==> src/rtl/hdlc_line_monitor.sv <==
// hdlc_line_monitor: per-channel HDLC flag/abort/frame monitor with a
// strobe/ack status read port. Channel status word:
//   [7:0]   {idle, ovf, err_len, abort, frame_seen, 1'b0, state[1:0]}
//   [15:8]  last valid frame length in bytes (low 8 bits)
//   [23:16] valid frame count, [31:24] length-error count (both wrap)
// Optional feature macro: HDLC_MON_IDLE_EN (idle-line detection on
// 15+ consecutive ones). Without it the idle bit reads 0.
module hdlc_line_monitor #(
    parameter int NCH       = 4,
    parameter int MIN_BYTES = 4,
    parameter int LEN_W     = 12,
    // one extra code point so out-of-range channels can be addressed
    localparam int CH_W     = $clog2(NCH + 1)
) (
    input  logic             clk_i,
    input  logic             rst_i,
    input  logic [NCH-1:0]   bit_i,
    input  logic [NCH-1:0]   bit_en_i,
    output logic [NCH-1:0]   flag_o,
    output logic [NCH-1:0]   frame_o,
    output logic [NCH-1:0]   abort_o,
    input  logic             rd_i,
    input  logic [CH_W-1:0]  ch_i,
    output logic             ack_o,
    output logic [31:0]      dat_o
);

    localparam int BC_W = LEN_W + 4;
`ifdef HDLC_MON_IDLE_EN
    localparam int ONES_W = 4;
`else
    localparam int ONES_W = 3;
`endif

    typedef enum logic [1:0] {
        HUNT  = 2'd0,
        FLAG  = 2'd1,
        FRAME = 2'd2
    } state_t;

    logic [31:0] stat_w [NCH];
    logic [31:0] rd_stat;
    logic        ack_q;
    logic [31:0] dat_q;

    for (genvar g = 0; g < NCH; g++) begin : g_ch
        logic               b;
        logic [6:0]         sr_q;
        logic [7:0]         sr_d;
        logic [ONES_W-1:0]  ones_q, ones_d;
        logic [BC_W-1:0]    bitcnt_q, bitcnt_d, len;
        logic [LEN_W:0]     len_bytes;
        logic               is_flag, is_abort, is_stuff, len_ok, len_over, rd_hit;
        state_t             state_q;
        logic               flag_q, frame_q, abort_q, err_q, ovf_q;
        logic               frame_seen_q, abort_st_q, err_len_q, ovf_st_q, idle_w;
        logic [LEN_W-1:0]   last_len_q;
        logic [7:0]         frm_cnt_q, err_cnt_q;

        assign b      = bit_i[g];
        assign rd_hit = rd_i && (ch_i == CH_W'(g));

        // Bit-level decode: shift, ones run, destuff, and closing-flag length.
        // Only 7 history bits are stored; the 8th comes from the incoming bit.
        always_comb begin
            sr_d      = {sr_q, b};
            ones_d    = b ? ((ones_q == '1) ? ones_q : ones_q + 1'b1) : '0;
            is_flag   = (sr_d == 8'h7E);
            is_abort  = b && (ones_q == ONES_W'(6));
            is_stuff  = !b && (ones_q == ONES_W'(5));
            bitcnt_d  = (is_stuff || bitcnt_q == '1) ? bitcnt_q : bitcnt_q + 1'b1;
            // first seven bits of the closing flag are already in bitcnt_q
            len       = bitcnt_q - BC_W'(7);
            len_bytes = len[BC_W-1:3];
            len_over  = len_bytes[LEN_W];
            len_ok    = (len[2:0] == 3'd0) && (len_bytes >= (LEN_W+1)'(MIN_BYTES));
        end

        // Channel FSM, event pulses, counters and sticky status.
        // Stickies are set from the registered pulses, so a read in the
        // pulse cycle clears the old value while the new event sets it again.
        always_ff @(posedge clk_i) begin
            if (rst_i) begin
                sr_q         <= '0;
                ones_q       <= '0;
                bitcnt_q     <= '0;
                state_q      <= HUNT;
                flag_q       <= 1'b0;
                frame_q      <= 1'b0;
                abort_q      <= 1'b0;
                err_q        <= 1'b0;
                ovf_q        <= 1'b0;
                frame_seen_q <= 1'b0;
                abort_st_q   <= 1'b0;
                err_len_q    <= 1'b0;
                ovf_st_q     <= 1'b0;
                last_len_q   <= '0;
                frm_cnt_q    <= '0;
                err_cnt_q    <= '0;
            end else begin
                flag_q  <= 1'b0;
                frame_q <= 1'b0;
                abort_q <= 1'b0;
                err_q   <= 1'b0;
                ovf_q   <= 1'b0;

                frame_seen_q <= frame_q | (frame_seen_q & ~rd_hit);
                abort_st_q   <= abort_q | (abort_st_q & ~rd_hit);
                err_len_q    <= err_q   | (err_len_q & ~rd_hit);
                ovf_st_q     <= ovf_q   | (ovf_st_q & ~rd_hit);

                if (bit_en_i[g]) begin
                    sr_q     <= sr_d[6:0];
                    ones_q   <= ones_d;
                    bitcnt_q <= bitcnt_d;
                    flag_q   <= is_flag;
                    case (state_q)
                        HUNT: begin
                            if (is_flag) begin
                                state_q  <= FLAG;
                                bitcnt_q <= '0;
                            end
                        end
                        FLAG: begin
                            if (is_abort) begin
                                state_q <= HUNT;
                            end else if (is_flag) begin
                                bitcnt_q <= '0;
                            end else if (bitcnt_d == BC_W'(8)) begin
                                state_q <= FRAME;
                            end
                        end
                        FRAME: begin
                            if (is_abort) begin
                                state_q <= HUNT;
                                abort_q <= 1'b1;
                            end else if (is_flag) begin
                                state_q  <= FLAG;
                                bitcnt_q <= '0;
                                ovf_q    <= len_over;
                                if (len_ok) begin
                                    frame_q    <= 1'b1;
                                    frm_cnt_q  <= frm_cnt_q + 8'd1;
                                    last_len_q <= len_over ? '1 : len_bytes[LEN_W-1:0];
                                end else begin
                                    err_q     <= 1'b1;
                                    err_cnt_q <= err_cnt_q + 8'd1;
                                end
                            end
                        end
                        default: state_q <= HUNT;
                    endcase
`ifdef HDLC_MON_IDLE_EN
                    if (b && ones_q >= ONES_W'(14)) begin
                        state_q <= HUNT;
                    end
`endif
                end
            end
        end

`ifdef HDLC_MON_IDLE_EN
        logic idle_q;
        // Idle status follows the line: set on the 15th one, dropped by a zero.
        always_ff @(posedge clk_i) begin
            if (rst_i) begin
                idle_q <= 1'b0;
            end else if (bit_en_i[g]) begin
                if (b && ones_q >= ONES_W'(14)) begin
                    idle_q <= 1'b1;
                end else if (!b) begin
                    idle_q <= 1'b0;
                end
            end
        end
        assign idle_w = idle_q;
`else
        assign idle_w = 1'b0;
`endif

        assign flag_o[g]  = flag_q;
        assign frame_o[g] = frame_q;
        assign abort_o[g] = abort_q;
        assign stat_w[g]  = {err_cnt_q, frm_cnt_q, last_len_q[7:0],
                             idle_w, ovf_st_q, err_len_q, abort_st_q, frame_seen_q,
                             1'b0, state_q};
    end

    // Channel select; codes at or above NCH read as zero.
    always_comb begin
        rd_stat = '0;
        for (int c = 0; c < NCH; c++) begin
            if (ch_i == CH_W'(c)) begin
                rd_stat = stat_w[c];
            end
        end
    end

    // Read port: one registered ack and data word per strobe cycle.
    always_ff @(posedge clk_i) begin
        if (rst_i) begin
            ack_q <= 1'b0;
            dat_q <= '0;
        end else begin
            ack_q <= rd_i;
            dat_q <= rd_i ? rd_stat : 32'd0;
        end
    end

    assign ack_o = ack_q;
    assign dat_o = dat_q;

endmodule

==> config.mk <==
export PLATFORM = sky130hd
export DESIGN_NAME = hdlc_line_monitor
export DESIGN_NICKNAME = d
export VERILOG_FILES = /design/src/rtl/hdlc_line_monitor.sv
export SDC_FILE = /design/constraint.sdc
export NUM_CORES = 1
export LEC_CHECK = 0
export CORE_UTILIZATION = 40
export CTS_CLUSTER_SIZE = 12
export DETAILED_ROUTE_END_ITERATION = 6
export PLACE_DENSITY_LB_ADDON = 0.15
export SLEW_MARGIN = 5
export SYNTH_ARGS = -nofsm -noshare
export SYNTH_HDL_FRONTEND = slang
export SYNTH_SLANG_ARGS = --single-unit
==> constraint.sdc <==
create_clock -name clk_i -period 8.5 [get_ports clk_i]
set_input_delay 1.7 -clock clk_i [delete_from_list [all_inputs] [get_ports clk_i]]
set_output_delay 1.7 -clock clk_i [all_outputs]
set_load 0.03 [all_outputs]
==> impl_metrics.env <==
export IMPL_cts_root_to_sink_buffers=3
export IMPL_grt_remaining_overflow=0
export IMPL_vias=14000
export IMPL_drv_slew=0
export IMPL_clock_latency_ns=0.56
export IMPL_fp_dieW_um=200
export IMPL_post_route_cells_drive_above_1_share_pct=6.50
export IMPL_route_detailed_vias_per_inst=5.75
export IMPL_cts_post_setup_buffers_inserted=0
export IMPL_std_cell_rows=72
export IMPL_sequential_share_of_the_synthesized_area_pct=35.1
export IMPL_synth_area_leader_cell="dfxtp_1"
export IMPL_outcome="completed"
export IMPL_antenna_found_initial=0
export IMPL_grt_total_usage_pct=21.1
export IMPL_crit_arrival_ns=5.23
export IMPL_wire_length_per_cell_um=17.4
export IMPL_port_buffers=56
export IMPL_nNetsFinal=1964
export IMPL_layout_area_overhead_vs_synth_pct=10.8
export IMPL_setup_viol=0
export IMPL_num_antenna_cells=0
export IMPL_synth_enable_flop_cells=0
export IMPL_start_kind="primary input"
export IMPL_power_static_leakage_nw=6.14
export IMPL_post_layout_total_power_mw=2.86
export IMPL_synth_top_flop_cell="dfxtp_1"
export IMPL_drt_first_pass_iters=6
export IMPL_grt_start_max_net_pins=122
export IMPL_ant_nets=0
export IMPL_total_standard_cell_area_after_synthesis_um2=15700
export IMPL_dp_hpwl_mm=29.4
export IMPL_synth_top_cells_by_area="dfxtp_1 35%, nor2_1 6.8%, a21oi_1 4.2%, ha_1 3.8%, clkbuf_1 2.8%"
export IMPL_part_of_the_cycle_the_worst_path_needs_pct=56.5
export IMPL_dr_first_iter_drc_count=846
export IMPL_cts_inserted_buffers=35
export IMPL_finalClockSkew_ns=0.0310
export IMPL_die_footprint_um2=40000
export IMPL_count_of_filler_cells_inserted_in_the_layout=3845
export IMPL_path_clk_slew_ns=0.06
export IMPL_critPathMaxFanout=25
export IMPL_timing_worst_setup_path_type="primary input to flip-flop"
export IMPL_first_pass_grt_wire_length_mm=67.6
export IMPL_endpoint_kind="flip-flop"
export IMPL_cts_num_sinks=275
export IMPL_grt_pass1_vias=12600
export IMPL_cts_htree_levels=2
export IMPL_p_per_area_nw_per_um2=165
export IMPL_globalplace_congestion=0.888
export IMPL_hp_class="flip-flop to flip-flop"
export IMPL_synthesis_yosys_warnings=0
export IMPL_tritoncts="built"
export IMPL_clk_root_buffer_cell="clkbuf_16"
export IMPL_ir_drop_uv=112
export IMPL_detail_route_drc_violations=0
export IMPL_worst_endpoint_required_ns=8.93
export IMPL_worstMarginPinSlew_ns=1.21
export IMPL_synth_async_sr_flop_share_pct=0
export IMPL_fmax_achieved_mhz=208
export IMPL_setup_total_negative_slack_ns=0
export IMPL_netlist_cell_type_count=87
export IMPL_initial_util_pct=40.6
export IMPL_max_cap_violations=0
export IMPL_synthDominantCellAreaShare_pct=35.1
export IMPL_finalWorstPathRequiredPeriod_ns=4.80
export IMPL_final_routed_wirelength_across_all_metal_layers_mm=42.3
export IMPL_fp_dieH_um=200
export IMPL_syn_area_per_cell_um2=8.02
export IMPL_post_cts_resized_instances=0
export IMPL_yosys_register_bits=275
export IMPL_postCtsHoldBufs=0
export IMPL_grt_setup_unrepaired="no"
export IMPL_finalHoldViolations=0
export IMPL_synth_cells=1955
export IMPL_worst_slew_margin_rel_pct=18.5
export IMPL_placeableCoreArea_um2=38600
export IMPL_boundaryPins=59
==> power breakdown <==
group	switching (mW)	total (mW)	leakage, nW	internal, mW
registers	0.0114	1.31	2.22	1.30
clock network	0.579	1.41	0.534	0.834
logic	0.0943	0.139	3.38	0.0443
total	0.685	2.86	6.14	2.18
==> Yosys cell counts (all sizes together) (7+ instances only) <==
| cell type | count |
|---|---|
| a311oi | 49 |
| a31oi | 17 |
| and2 | 15 |
| a31o | 8 |
| a2111oi | 9 |
| o211ai | 7 |
| nor3 | 68 |
| dfxtp | 275 |
| xnor2 | 41 |
| and3 | 27 |
| inv | 55 |
| nor2b | 52 |
| mux2i | 40 |
| and4 | 11 |
| nor2 | 286 |
| or4 | 22 |
| nand2b | 12 |
| o31ai | 18 |
| mux2 | 31 |
| ha | 48 |
| a211oi | 48 |
| or3 | 12 |
| xor2 | 13 |
| nand3b | 10 |
| a21oi | 131 |
| o221ai | 26 |
| clkbuf | 117 |
| a21o | 20 |
| buf | 45 |
| o21a | 9 |
| or2 | 10 |
| nor4 | 31 |
| nand4b | 11 |
| nor3b | 8 |
| o21ai | 71 |
| nand4 | 45 |
| nand3 | 63 |
| nand2 | 114 |
| a22oi | 12 |
==> metal layers <==
layer,GRT usage [%],vias up,part of all wire [%]
met5,0,-,0
met4,7.55,0,2.4
met3,2.99,67,5.1
met2,33.2,320,45
met1,29.4,6608,48
li1,-,7034,-
==> sequential cells by signal (all words and copies together), names as in the netlist, 8 cells and up <==
| register | count |
|---|---|
| dat_o | 30 |
| g_ch.bitcnt_q | 64 |
| g_ch.err_cnt_q | 32 |
| g_ch.frm_cnt_q | 32 |
| g_ch.last_len_q | 32 |
| g_ch.ones_q | 12 |
| g_ch.sr_q | 28 |
| g_ch.state_q | 8 |
==> cell usage in the layout, fill, tap and decap left out, drive strengths merged, types with 7 or more instances in the layout <==
cell	n
xor2	13
a31o	8
mux2i	40
nand3b	10
a22oi	12
or2	10
and3	27
buf	16
clkdlybuf4s50	54
or4	22
nor2	286
o21ai	71
o221ai	26
a2111oi	9
a31oi	17
xnor2	41
and2	15
nor3b	8
o211ai	7
nor4	31
nand4b	11
or3	12
nor2b	52
a311oi	49
nand4	45
nand2	114
nor3	68
a21o	20
o31ai	18
o21a	9
and4	11
clkbuf	52
a211oi	48
nand3	63
ha	48
dfxtp	275
inv	55
mux2	31
nand2b	12
a21oi	131
==> worst paths after layout <==
check / slack (ns) / startpoint / cells after the start / endpoint
worst min register to register: 0.43 / g_ch[0].err_q / 2 / g_ch[0].err_len_q
worst max register to register: 4.79 / g_ch[0].bitcnt_q[0] / 7 / g_ch[0].err_cnt_q[7]
worst max-delay path: 3.70 / bit_i[3] / 8 / g_ch[3].frm_cnt_q[3]
worst min-delay path: 0.43 / g_ch[0].err_q / 2 / g_ch[0].err_len_q
==> cell families (layout without fill, tap and decap cells) <==
kind of cell,after synthesis,count (layout),share of synthesized area (%)
simple gates,814,814,26.3
compound gates,475,475,21.0
flops,275,275,35.1
buf+inv,217,183,5.89
mux,71,71,4.78
xor+xnor,54,54,3.02
fa+ha+maj,48,48,3.83
other cells,1,2,0.0239
==> through the flow <==
stage / instance area [um^2] / std cells / util (%) / setup slack, ns / hold slack (ns)
5_1_grt: 17400 / 2440 / 44.9 / 3.50 / 0.455
3_3_place_gp: 16300 / 2383 / 42.1 / 3.41 / 0.420
6_report: 17400 / 2440 / 44.9 / 3.70 / 0.430
4_1_cts: 17400 / 2440 / 44.9 / 3.86 / 0.439
3_5_place_dp: 16300 / 2383 / 42.1 / 3.27 / 0.427
2_1_floorplan: 15700 / 1956 / - / 4.82 / 0.413
==> critical path, stage by stage <==
cell             delay (ns)
clkdlybuf4s50_1        0.53
nand4b_1               0.25
nor2_1                 0.34
nand4_1                0.66
nor2_1                 0.40
o31a_1                 0.80
nand4_1                0.19
mux2_1                 0.34
==> cell type report <==
class                   count  area, um^2  share of cell area, %
clock inverters             6        52.6                  0.303
clock buffers              51        1030                   5.91
repair buffers             71         672                   3.87
inverters                  55         206                   1.19
well taps                 518         648                   3.73
multi-input cells        1464        9260                   53.3
flip-flops and latches    275        5510                   31.7
Note: power is estimated with default switching activity, not from simulation.
